[config.mk]
export PLATFORM = sky130hd
export DESIGN_NAME = if_fetch_unit
export DESIGN_NICKNAME = d
export VERILOG_FILES = /design/src/rtl/if_fetch_unit.sv
export SDC_FILE = /design/constraint.sdc
export NUM_CORES = 1
export LEC_CHECK = 0
export CORE_MARGIN = 2
export CORE_UTILIZATION = 38
export CTS_CLUSTER_DIAMETER = 120
export DETAILED_ROUTE_END_ITERATION = 7
export PLACE_DENSITY = 0.8
export SLEW_MARGIN = 20
export SYNTH_ARGS = -nofsm -noshare
export SYNTH_HDL_FRONTEND = slang
export SYNTH_SLANG_ARGS = --single-unit
[constraint.sdc]
create_clock -name clk -period 2.3 [get_ports clk]
set_clock_uncertainty 0.15 [all_clocks]
set_input_delay 0.575 -clock clk [delete_from_list [all_inputs] [get_ports clk]]
set_output_delay 0.575 -clock clk [all_outputs]
set_load 0.05 [all_outputs]
[src/rtl/if_fetch_unit.sv]
// Instruction-fetch controller: PC register driver, imem req/ack fetch, decode hand-off.
// if_valid rises the cycle after imem_ack; id_stall holds the word in HOLD, and imem_req waits on imem_ack.
module if_fetch_unit #(
  parameter logic [31:0] RESET_VEC = 32'hBFC0_0000,
  parameter logic [31:0] EXC_VEC   = 32'hBFC0_0380
) (
  input  logic        clk,
  input  logic        rst,
  input  logic [31:0] pc_q,
  output logic [31:0] pc_d,
  output logic        pc_ce,
  output logic        imem_req,
  output logic [31:0] imem_addr,
  input  logic        imem_ack,
  input  logic [31:0] imem_rdata,
  input  logic        id_stall,
  input  logic        redirect,
  input  logic [31:0] redirect_pc,
  input  logic        exc,
  output logic        if_valid,
  output logic [31:0] if_instr,
  output logic [31:0] if_pc,
  output logic        adel,
  output logic [31:0] badvaddr
);

  typedef enum logic [1:0] {FETCH, HOLD, FLUSH} state_t;

  state_t      state;
  logic [31:0] flush_addr;
  logic        aligned;
  logic        take;

  assign aligned = (pc_q[1:0] == 2'b00);
  assign take    = exc | redirect;

  always_comb begin
    imem_req  = 1'b0;
    imem_addr = pc_q;
    pc_ce     = 1'b0;
    pc_d      = pc_q + 32'd4;
    if (!rst) begin
      case (state)
        FETCH:   imem_req = aligned;
        FLUSH: begin
          imem_req  = 1'b1;
          imem_addr = flush_addr;
        end
        default: imem_req = 1'b0;
      endcase
      if (take) begin
        pc_ce = 1'b1;
        pc_d  = exc ? EXC_VEC : redirect_pc;
      end else if (state == FETCH) begin
        if (!aligned) begin
          pc_ce = 1'b1;
          pc_d  = EXC_VEC;
        end else if (imem_ack) begin
          pc_ce = 1'b1;
        end
      end
    end
  end

  always_ff @(posedge clk) begin
    if (rst) begin
      state      <= FETCH;
      if_valid   <= 1'b0;
      if_instr   <= 32'h0;
      if_pc      <= RESET_VEC;
      adel       <= 1'b0;
      badvaddr   <= 32'h0;
      flush_addr <= 32'h0;
    end else begin
      adel <= 1'b0;
      if (take) begin
        if_valid <= 1'b0;
        case (state)
          // An outstanding request must complete at its original address.
          FETCH: begin
            if (aligned && !imem_ack) begin
              flush_addr <= pc_q;
              state      <= FLUSH;
            end else begin
              state <= FETCH;
            end
          end
          HOLD:    state <= FETCH;
          FLUSH:   state <= imem_ack ? FETCH : FLUSH;
          default: state <= FETCH;
        endcase
      end else begin
        case (state)
          FETCH: begin
            if (!aligned) begin
              adel     <= 1'b1;
              badvaddr <= pc_q;
            end else if (imem_ack) begin
              if_instr <= imem_rdata;
              if_pc    <= pc_q;
              if_valid <= 1'b1;
              state    <= HOLD;
            end
          end
          HOLD: begin
            if (!id_stall) begin
              if_valid <= 1'b0;
              state    <= FETCH;
            end
          end
          FLUSH: begin
            if (imem_ack) state <= FETCH;
          end
          default: state <= FETCH;
        endcase
      end
    end
  end

endmodule

Word level (Yosys, flattened, before mapping)

Index checks and enable logic that the tools add are counted.

Add/subtract/negate cells: 1
Equality and inequality tests: 9
Multiplexer cells: 28
Bitwise logic cells: 4
Reduce and logical (&&, ||, !) cells: 12

Operator list:

| kind                  | number |
|---|---|
| $mux 32               | 7 |
| $add 32x3->32 const B | 1 |
| $mux 2                | 7 |
| $ne 3x3->1 const B    | 4 |
| $reduce_and 4->1      | 3 |
| $mux 1                | 10 |
| $ne 2x2->1 const B    | 3 |
| $pmux 2 s3            | 1 |
| $reduce_and 3->1      | 2 |
| $logic_not 2->1       | 2 |
| $pmux 1 s2            | 2 |
| $pmux 2 s2            | 1 |
| $not 1->1             | 3 |
| $reduce_or 3->1       | 1 |
| $eq 2x1->1 const B    | 1 |
| $eq 2x2->1 const B    | 1 |
| $reduce_bool 2->1     | 1 |
| $reduce_or 2->1       | 1 |
| $logic_and 1x1->1     | 1 |
| $logic_not 1->1       | 1 |
| $or 1x1->1            | 1 |

Bits in registers: 132

Longest topological paths before layout

Depth in word-level cells: 5
Depth in mapped cells: 7
Gate-level depth less buffers: 6

Worst setup path before layout

Ideal clock, no wire load.

Path type: input to output
From: input port pc_q[13]
To: output port pc_d[21]
Arrival: 2.649 ns
Required time: 1.575 ns
Setup slack: -1.074 ns
Stages: 6
Cells stage by stage: clkbuf_2 -> nand4_4 -> nor4_4 -> nand2_1 -> xor2_1 -> o21ai_0

Cells in the longest elaborated chain, start to end: 5

Ends and longest elaborated chain:

| element            | line | RTL |
|---|---|---|
| start: declaration | 9    | `input logic [31:0] pc_q,` |
| $add 32x3->32 (*)  | 41   | `pc_d = pc_q + 32'd4;` |
| $mux 32            | 55   | `if (!aligned) begin` |
| $mux 32            | 54   | `end else if (state == FETCH) begin` |
| $mux 32            | 51   | `if (take) begin` |
| $mux 32 (*)        | 42   | `if (!rst) begin` |
| end: declaration   | 10   | `output logic [31:0] pc_d,` |

Every way passes the cells marked *; elsewhere a longest branch is shown, timed or not.

Worst setup path in the final report

From: input port pc_q[21]
To: output port pc_d[29]

The elaborated chain is that of the path after synthesis.

==> run metrics <==
outcome=finished, violations left; failing checks=negative setup slack; setup ws final=-0.569 ns; crit path cell chain=buf_2, nand4_1, buf_4, nor4_4, buf_4, nand3_2, nor2_1, o32a_4, buf_12; Final nets=1236; core box area=15800 um2; post-route cell area=12000 um2; Post-Syn Instances=approximately 800; Startpoint Class=primary input; die extent in x=between 100 and 150 um; ys async rst share=0%; # diodes=0; WL/cell=19.3 um; DP Worst Slack=-0.946 ns; worst-case clock buffer depth=2; Max IR drop VDD=465 uV; Die Y=130 um; Period minus WS final=about 2.9 ns; Hold Path Class=reg2reg; die footprint=17000 um2; remaining routing DRC violations=0; sequential-to-total area share from yosys stat=43.5%; final hold violations=0; Avg Cell Area, Syn=approximately 7.7 um2; Final Non-Filler Cells=1362; storage element area=2650 um2; Mapped Area=6080 um2; CTS Buf Count=17; initial core utilization=roughly 39%; Post-synth EDFFs=0; CP top delay family=simple AND/OR/NAND/NOR gates; #FFs+latches synth=132; largest net degree at the start of global routing=55; Primary FF master, synth=dfxtp_1; # IOs=between 200 and 300; initial antenna violation count=0; DP Cell Count=about 1300; Final TNS setup=-18.71 ns; worst-path fanout max=4; CP Buf/Inv Count=4; post-route clock period utilization=125%; Vias/cell=between 5 and 6; Worst slew margin=59.7%; Arrival @ worst endpoint=2.14 ns; multi-input logic area=roughly 3900 um2; CP max stage cell=nor4_4; fmax=0.349 GHz; Root Driver=clkbuf_16; max-slew violations=0; First-pass DRT Iterations=5; Vias=7153; DP Area=10100 um2; Fill cells=around 1100; H-tree lvl count=4; leakage power=0.00554 uW; Sink Count=~130; DP HPWL=roughly 16000 um; ANT nets after route=0; slowest stage delay, CP=0.43 ns; vias in the first global route=~7000; Global Route Usage Sum=29.3%; first-pass GRT wire length=38100 um; IO Port Bufs=between 200 and 300; clock-pin slew on the worst setup and hold paths=0.06 ns; Synth Net Count=889; Area Overhead vs Synth=96.7%; Clk Latency, worst-skew pair=0.42 ns; Power per Cell Area=579 nW/um2; row count=46; Overflow after GRT=0; Crit Path Class=in2out; Routed Wire Length=26300 um; # setup viols final=62; cell mode on critical path=buf_4; GPL Wtd Cong=about 0.91; Hold Slack=0.300 ns; fraction of layout cells with a size suffix above 1=35.2%; slew at the pin closest to its max-slew limit=0.607 ns; Initial DRC Count=between 400 and 500; CTS tree=built; CP endpoint kind=output pin; post-synthesis cell type count=47; Ys Warns=0; RSZ-0062 raised after global routing=true; max-cap violations=0; most frequent cells in the layout=nand2_1 (271), dfxtp_1 (130), a21oi_1 (117), buf_4 (96), clkdlybuf4s50_1 (69); Critical Path RT=about 1.6 ns; most common cell after layout, fill and taps aside=nand2_1
[flip-flops by register name, indices dropped and copies added, names as in the netlist]
name / flops
badvaddr: 32
if_instr: 32
state: 2
adel: 1
if_pc: 32
if_valid: 1
flush_addr: 32
[layer usage]
layer / global-route usage (%) / wire length, um / vias up
li1: - / - / 3302
met1: 33.2 / 9880 / 3423
met2: 52.1 / 13300 / 353
met3: 8.84 / 2030 / 75
met4: 11.0 / 1050 / 0
met5: 0 / 0 / -
[cells in the mapped netlist (6+ instances only)]
master / number / share of area, %
o21ai_0: 16 / 1.3
nand3b_1: 9 / 1.1
buf_4: 10 / 1.2
o22a_1: 10 / 1.4
xor2_1: 11 / 1.6
nor2_1: 14 / 0.86
a21oi_1: 119 / 9.8
dfxtp_1: 132 / 43
nand2_1: 283 / 17
xnor2_1: 14 / 2.0
clkbuf_1: 41 / 2.5
buf_6: 6 / 1.1
nand3_1: 11 / 0.91
nand4_1: 12 / 1.2
mux2_2: 30 / 5.6
buf_2: 9 / 0.74
[layout make-up]
| type | count | share of cell area (%) |
|---|---|---|
| clock inverters | 15 | 1.41 |
| flip-flops and latches | 132 | 22.2 |
| clock buffers | 17 | 3.56 |
| inverters | 4 | 0.147 |
| repair buffers | 398 | 37.5 |
| multi-input cells | 580 | 32.9 |
| well taps | 216 | 2.26 |
[metrics by stage]
stage / power [uW] / util [%]
after floorplan: 3280 / -
after global placement: 3970 / 63.9
after detailed placement: 3980 / 63.9
after CTS: 6890 / 73.8
after global routing: 7140 / 75.8
final: 6920 / 75.8
[worst register-to-register path, delay by kind of cell (launching register included)]
kind / cells / cell delay (ns)
AO/OA/AOI/OAI: 1 / 0.16
buffers and inverters: 3 / 0.56
flip-flops: 1 / 0.37
AND/OR/NAND/NOR: 4 / 0.50
[kinds of logic (layout without fill, tap and decap cells)]
kind of cell / after synthesis / count (layout) / share of synthesized area [%]
flops: 132 / 132 / 43.5
simple gates: 362 / 362 / 26.2
fa+ha+maj: 1 / 1 / 0.206
compound gates: 162 / 162 / 14.6
xor+xnor: 25 / 25 / 3.60
mux: 30 / 30 / 5.56
buf+inv: 74 / 434 / 6.26
[final timing paths]
path                     from             end  slack (ns)  cells past startpoint
hold / removal    if_instr[4]     if_instr[4]        0.30                      2
setup / recovery     pc_q[21]        pc_d[29]       -0.57                      9
hold reg to reg   if_instr[4]     if_instr[4]        0.30                      2
setup reg to reg     state[1]  flush_addr[24]        0.52                      8
[power breakdown]
group | leakage (uW) | internal, uW | total (uW) | switching (uW)
Clock | 0.000284 | 1630 | 2790 | 1160
Sequential | 0.00107 | 2340 | 2370 | 29.3
Combinational | 0.00418 | 795 | 1770 | 971
Total | 0.00554 | 4760 | 6920 | 2160
[repair_timing]
action	in CTS	in global routing
hold buffers	0	0
gates cloned	5	0
gates resized for setup	345	120
pin swaps	65	39
setup endpoints to repair	117	106
buffers inserted	32	14
(Power assumes the default switching activity.)
